[src/rtl/pwm_led.sv]
// LED brightness controller: two active-low buttons step a duty level that drives one shared PWM waveform.
// Optional AUTO_REPEAT_EN macro: a held button generates repeat steps.
module pwm_led #(
    parameter int LED_COUNT = 6,
    parameter int DEB_WIDTH = 21,
    parameter int PWM_WIDTH = 4
) (
    input  logic                 clk,
    input  logic                 rst,
    input  logic                 up,
    input  logic                 down,
    output logic [LED_COUNT-1:0] led
);

    localparam int                 LEVEL_MAX_I = 2 ** PWM_WIDTH;
    localparam logic [PWM_WIDTH:0] LEVEL_MAX   = LEVEL_MAX_I[PWM_WIDTH:0];
    localparam logic [PWM_WIDTH:0] LEVEL_RST   = LEVEL_MAX >> 1;

    logic [1:0]           btn_raw;
    logic [1:0]           pulse;
    logic [PWM_WIDTH:0]   level;
    logic [PWM_WIDTH-1:0] cnt;

    // Index 0 is up, index 1 is down.
    assign btn_raw = {down, up};

    for (genvar i = 0; i < 2; i++) begin : g_btn
        logic                 sync1;
        logic                 sync2;
        logic                 deb;
        logic                 deb_d;
        logic                 press;
        logic                 step;
        logic                 pulse_q;
        logic [DEB_WIDTH-1:0] deb_cnt;

        always_ff @(posedge clk) begin
            if (rst) begin
                sync1   <= 1'b1;
                sync2   <= 1'b1;
                deb     <= 1'b1;
                deb_d   <= 1'b1;
                deb_cnt <= '0;
            end else begin
                sync1 <= btn_raw[i];
                sync2 <= sync1;
                deb_d <= deb;
                if (sync2 == deb) begin
                    deb_cnt <= '0;
                end else if (deb_cnt == '1) begin
                    deb     <= sync2;
                    deb_cnt <= '0;
                end else begin
                    deb_cnt <= deb_cnt + 1'b1;
                end
            end
        end

        assign press = deb_d & ~deb;

`ifdef AUTO_REPEAT_EN
        localparam int RPT_W = DEB_WIDTH + 3;

        logic [RPT_W-1:0] rpt_cnt;
        logic             rpt;

        // Down-counter reaches zero one clock before the repeat pulse is registered,
        // so loading N-1 yields a pulse N clocks after the previous one.
        assign rpt = ~deb & ~deb_d & (rpt_cnt == '0);

        always_ff @(posedge clk) begin
            if (rst || deb) begin
                rpt_cnt <= '0;
            end else if (press) begin
                rpt_cnt <= {3'b111, {DEB_WIDTH{1'b1}}};
            end else if (rpt) begin
                rpt_cnt <= {3'b000, {DEB_WIDTH{1'b1}}};
            end else begin
                rpt_cnt <= rpt_cnt - 1'b1;
            end
        end

        assign step = press | rpt;
`else
        assign step = press;
`endif

        always_ff @(posedge clk) begin
            if (rst) begin
                pulse_q <= 1'b0;
            end else begin
                pulse_q <= step;
            end
        end

        assign pulse[i] = pulse_q;
    end

    always_ff @(posedge clk) begin
        if (rst) begin
            level <= LEVEL_RST;
        end else if (pulse[0] && !pulse[1] && level != LEVEL_MAX) begin
            level <= level + 1'b1;
        end else if (pulse[1] && !pulse[0] && level != '0) begin
            level <= level - 1'b1;
        end
    end

    // Extra compare bit lets level == 2^PWM_WIDTH mean always on.
    always_ff @(posedge clk) begin
        if (rst) begin
            cnt <= '0;
            led <= '0;
        end else begin
            cnt <= cnt + 1'b1;
            led <= {LED_COUNT{({1'b0, cnt} < level)}};
        end
    end

endmodule

[config.mk]
export PLATFORM = sky130hd
export DESIGN_NAME = pwm_led
export DESIGN_NICKNAME = d
export VERILOG_FILES = /design/src/rtl/pwm_led.sv
export SDC_FILE = /design/constraint.sdc
export NUM_CORES = 1
export LEC_CHECK = 0
export BUFFER_PORTS_ARGS = -buffer_cell sky130_fd_sc_hd__buf_2
export CORE_MARGIN = 1
export CORE_UTILIZATION = 45
export CTS_CLUSTER_DIAMETER = 40
export DETAILED_ROUTE_END_ITERATION = 8
export PLACE_DENSITY = 0.62
export SYNTH_ARGS = -nofsm -noshare
export SYNTH_HDL_FRONTEND = slang
export SYNTH_SLANG_ARGS = --single-unit
[constraint.sdc]
create_clock -name clk -period 2.1 [get_ports clk]
set_input_delay 0.105 -clock clk [delete_from_list [all_inputs] [get_ports clk]]
set_output_delay 0.105 -clock clk [all_outputs]
set_load 0.1 [all_outputs]
# == Word level (Yosys, flattened, before mapping) ==
# Index checks and enable logic that the tools add are counted.
# word_totals
ff_bits,62
wordCells,46
# op_classes
bitwise,6
magnitude_cmp,1
reduce_logical,12
eq_ne,5
addsub,5
mux,2
# op_table
op,count
"21-bit by 1-bit adder with 21-bit output, second input constant",2
"21-bit == test, second input constant",2
5-bit two-way mux,2
3-bit OR reduction,2
"5-bit by 1-bit adder with 5-bit output, second input constant",1
4-bit by 5-bit < comparator with 1-bit output,1
"5-bit != test, second input constant",1
5-bit nonzero test,1
"5-bit by 1-bit subtractor with 5-bit output, second input constant",1
"4-bit by 1-bit adder with 4-bit output, second input constant",1
1-bit logical AND,4
1-bit inverter,4
2-bit AND reduction,2
1-bit AND,2
1-bit == test,2
1-bit logical NOT,2
2-bit nonzero test,1

# == Longest topological paths before layout ==
# depth
ltp_word,5
depth_mapped,9
ltp_nobuf,9

# == Worst setup path after synthesis ==
# OpenSTA, ideal clock, no wires.
# synth_timing
kind,register to register
startpoint,register level[0]
endpoint,register level[4]
t_required_ns,1.984
arrival_time_ns,2.189
setup_time_ns,0.116
setup_slack_ns,-0.205
n_path_buf,0
stages_incl_launch_ff,10
cell_sequence,dfxtp_1 or4_4 o21ai_2 inv_2 fa_1 inv_1 a21o_1 a21oi_1 mux4_2 nor2b_4
# synth_between
elab_chain_len,3
# synth_rtl
element,line_no,text
"start, declared",21,logic [PWM_WIDTH:0] level;
"start signal, assigned",103,level <= level + 1'b1;
"start signal, assigned",105,level <= level - 1'b1;
5-bit by 1-bit subtractor with 5-bit output (tied with other cells),105,
5-bit two-way mux (tied with other cells),104,end else if (pulse[1] && !pulse[0] && level != '0) begin
5-bit two-way mux / 2-bit nonzero test (equally long branches),--,
# Several ways; a longest one is shown, not always the timed one. The select of a mux whose other input is x is not followed.
# A chain may end at the register's enable or synchronous reset.

# == Worst setup path in the final report ==
# layout_timing
startpoint,register level[3]
endpoint,register level[3]
# The elaborated chain is that of the path after synthesis.

==> results.sh <==
export IMPL_final_antenna_net_count=0
export IMPL_effective_utilization_at_floorplan_pct=46.6
export IMPL_route_vias_total=1912
export IMPL_routedWlPerCell_um=10.8
export IMPL_route_detailed_drc=0
export IMPL_dieArea_mm2=0.00644
export IMPL_synth_compound_gate_area_share_pct=3.99
export IMPL_core_area_mm2=0.00592
export IMPL_detailed_place_hpwl_um=3090
export IMPL_power_net_switching_w=0.000499
export IMPL_count_of_clock_tree_sinks=62
export IMPL_postSynthNetCount=315
export IMPL_worst_skew_ns=0.00560
export IMPL_port_buffers=9
export IMPL_synth_seq_area_share_pct=45.0
export IMPL_clockBufferDepth=2
export IMPL_grt_usage_pct=16.8
export IMPL_layout_nets=341
export IMPL_worstSetupStartpointType="register"
export IMPL_synth_area_leader_cell="sky130_fd_sc_hd__dfxtp_1"
export IMPL_global_route_usage_met2_pct=26.7
export IMPL_fin_crit_sh_pct=104
export IMPL_cts_htree_levels=3
export IMPL_groute_layer_met3_usage_pct=6.59
export IMPL_fp_row_count=28
export IMPL_tightest_slew_ns=0.519
export IMPL_drv_max_cap_violation_count=0
export IMPL_grt_max_degree=21
export IMPL_post_route_worst_setup_slack_ns=-0.0775
export IMPL_drt_first_pass_iters=4
export IMPL_timing_max_slew_rel_slack_pct=65.1
export IMPL_use_met1_pct=19.8
export IMPL_worst_setup_path_type="reg -> reg"
export IMPL_post_route_util_pct=53.2
export IMPL_detail_route_wirelength_um=4360
export IMPL_critPathMaxFanout=4
export IMPL_grt_setup_unrepaired="true"
export IMPL_synth_simple_gate_area_share_pct=25.5
export IMPL_globalRoute_busiestLayer="met2"
export IMPL_postSynthCellCount=300
export IMPL_grt_pass1_wl_um=8150
export IMPL_post_synth_main_area_contributors="sky130_fd_sc_hd__dfxtp_1, sky130_fd_sc_hd__xor2_1, sky130_fd_sc_hd__nor2_1"
export IMPL_synth_xor_area_share_pct=14.3
export IMPL_syn_area_mm2=0.00276
export IMPL_max_freq_ghz=0.459
export IMPL_synth_top_family_by_area="simple AND/OR/NAND/NOR gates"
export IMPL_layout_commonest_cell="sky130_fd_sc_hd__nor2_1"
export IMPL_min_delay_path_class="in -> reg"
export IMPL_finalHoldViolCount=0
export IMPL_place_gp_congestion=0.738
export IMPL_power_clock_fraction_pct=42.9
export IMPL_ys_types=41
export IMPL_synth_warnings=0
export IMPL_worst_path_dominant_cell_family="simple AND/OR/NAND/NOR gates"
export IMPL_power_combinational_fraction_pct=4.3
export IMPL_slew_viol_final=0
export IMPL_seq_power_share_pct=52.8
export IMPL_synth_top_area_share_pct=45.0
export IMPL_outcome="finished with violations"
export IMPL_worst_ep_required_time_ns=2.32
export IMPL_crit_path_cell_trace="or4_4, o21ai_4, buf_4, ha_1, a21oi_1, nand2_1, xor2_1, a211o_1"
export IMPL_final_min_period_ns=2.18
export IMPL_number_of_antenna_violations_at_the_first_check_in_global_routing=0
export IMPL_cts_tree="done"
export IMPL_synth_adder_area_share_pct=5.27
export IMPL_post_route_cells_drive_above_1_share_pct=16.7
export IMPL_die_span_x_um=80.3
export IMPL_ir_drop_mv=0.442
export IMPL_tritoncts_num_buffers=9
export IMPL_synth_mux_area_fraction_pct=1.18
export IMPL_failing_checks="setup timing"
export IMPL_syn2layout_area_growth_pct=14.3
export IMPL_grt_overflow_total=0
export IMPL_drt_vias_per_instance=4.72
export IMPL_setup_viol_count_final=2
export IMPL_worstSetupEndpointType="register"
export IMPL_path_clk_slew_ns=0.06
export IMPL_critPathSlowestCell="sky130_fd_sc_hd__or4_4"
export IMPL_arrival_time_at_the_worst_endpoint_ns=2.40
export IMPL_holdWs_ns=0.160
export IMPL_ys_ff_latch=62
export IMPL_switching_share_of_power_pct=22.0
export IMPL_p_leak_nw=1.17
export IMPL_layout_cells_most_common_list="sky130_fd_sc_hd__nor2_1, sky130_fd_sc_hd__dfxtp_1, sky130_fd_sc_hd__xor2_1, sky130_fd_sc_hd__nand3_1"
export IMPL_insertedDiodeCount=0
export IMPL_avgSynthCellArea_um2=9.19
export IMPL_intPower_w=0.00176
export IMPL_clk_insertion_delay_late_ns=0.33
export IMPL_detailedRoute_firstIterationViolations=45
export IMPL_vias_in_the_first_global_route=1896
export IMPL_cellPowerDensity_mw_per_mm2=719
export IMPL_path_buf_inv=1
export IMPL_root_buffer="sky130_fd_sc_hd__clkbuf_8"
export IMPL_die_h_um=80.3
export IMPL_ioPinCount=10
export IMPL_cpPeakStageDelay_ns=0.55
==> final cells by class <==
class | count | area, µm²
repair buffers | 26 | 178
multi-input cells | 213 | 1400
clock buffers | 15 | 186
fillers | 548 | 2770
well taps | 75 | 93.8
flip-flops and latches | 62 | 1240
inverters | 14 | 52.6
==> cells by family after synthesis <==
kind of cell             Yosys count
AND/OR/NAND/NOR                  140
flip-flops                        62
XOR/XNOR                          45
buffers and inverters             25
AO/OA/AOI/OAI                     15
adder cells (fa/ha/maj)           11
multiplexers                       2
==> power by group through the flow <==
stage	clock network [W]	logic (W)	registers (W)
finish	0.000972	0.0000972	0.00119
floorplan	0	0.0000810	0.00123
global route	0.00105	0.000105	0.00120
detailed placement	0	0.0000955	0.00122
CTS	0.00101	0.0000987	0.00119
global placement	0	0.0000945	0.00122
==> sequential cells by signal, summed over array words and instances (netlist names) <==
name and count:
g_btn.deb 2, level 5, g_btn.sync2 2, cnt 4
g_btn.deb_d 2, g_btn.deb_cnt 42, g_btn.sync1 2, led 1
g_btn.pulse_q 2
==> metal layers <==
metal,up-vias,share of wire (%),wire length [µm]
li1,1033,-,-
met1,851,50,2200
met2,20,44,1930
met3,8,3.2,140
met4,0,1.9,85
met5,-,0,0
==> Yosys cell counts <==
cell,count
sky130_fd_sc_hd__clkbuf_1,1
sky130_fd_sc_hd__buf_4,7
sky130_fd_sc_hd__a211o_1,1
sky130_fd_sc_hd__or2_2,4
sky130_fd_sc_hd__nand3_1,22
sky130_fd_sc_hd__mux2i_1,1
sky130_fd_sc_hd__or2b_2,1
sky130_fd_sc_hd__nor2b_1,1
sky130_fd_sc_hd__xnor2_1,17
sky130_fd_sc_hd__o21ai_2,2
sky130_fd_sc_hd__a21oi_1,4
sky130_fd_sc_hd__nor3_1,3
sky130_fd_sc_hd__and3_1,4
sky130_fd_sc_hd__or4_4,1
sky130_fd_sc_hd__o21ai_1,1
sky130_fd_sc_hd__nor3_2,2
sky130_fd_sc_hd__a211oi_1,1
sky130_fd_sc_hd__xor2_1,28
sky130_fd_sc_hd__nor4_1,2
sky130_fd_sc_hd__dfxtp_1,62
sky130_fd_sc_hd__and2_1,1
sky130_fd_sc_hd__buf_6,1
sky130_fd_sc_hd__and4_1,3
sky130_fd_sc_hd__inv_2,1
sky130_fd_sc_hd__mux4_2,1
sky130_fd_sc_hd__and2b_1,1
sky130_fd_sc_hd__ha_1,10
sky130_fd_sc_hd__nand2_1,17
sky130_fd_sc_hd__nor2_1,63
sky130_fd_sc_hd__a41o_1,1
sky130_fd_sc_hd__nand2b_1,4
sky130_fd_sc_hd__a21o_1,4
sky130_fd_sc_hd__nor4_2,1
sky130_fd_sc_hd__nor2b_4,1
sky130_fd_sc_hd__nand4_1,7
sky130_fd_sc_hd__inv_1,13
sky130_fd_sc_hd__fa_1,1
sky130_fd_sc_hd__buf_2,2
sky130_fd_sc_hd__nand4_2,1
sky130_fd_sc_hd__nor4_4,1
sky130_fd_sc_hd__o41a_1,1
==> path summary, 6_finish.rpt <==
path,from,to,slack (ns),cells past startpoint
hold / removal,rst,cnt[0]$_SDFF_PP0_,0.16,2
setup / recovery,level[3]$_SDFFE_PP1P_,level[3]$_SDFFE_PP1P_,-0.08,8
setup reg to reg,level[3]$_SDFFE_PP1P_,level[3]$_SDFFE_PP1P_,-0.08,8
hold reg to reg,g_btn[1].sync1$_SDFF_PP1_,g_btn[1].sync2$_SDFF_PP1_,0.41,1
==> per-stage QoR <==
step	setup WS (ns)	cell area [µm²]	setup TNS [ns]	cells	power (W)
final	-0.0775	3150	-0.142	405	0.00226
after detailed placement	-0.114	2940	-0.208	388	0.00132
after floorplan	-0.109	2770	-0.109	300	0.00131
after CTS	-0.0841	3150	-0.161	405	0.00231
after global placement	-0.0641	2940	-0.122	388	0.00132
after global routing	-0.186	3150	-0.367	405	0.00235
==> worst register-to-register path, delay by kind of cell (launching register included) <==
kind            cells  cell delay (ns)
fa+ha+maj           1             0.24
simple gates        2             0.63
xor+xnor            1             0.14
buf+inv             1             0.16
flops               1             0.31
compound gates      3             0.59
==> repair_timing <==
action | in CTS | in global routing
buffers inserted | 0 | 0
endpoints found under the setup margin | 2 | 2
gates cloned | 0 | 0
hold endpoints to repair | 2 | 0
pin swaps | 1 | 0
resized for setup | 1 | 0
hold buffers | 2 | 0
Power figures use the tool's default switching activity.
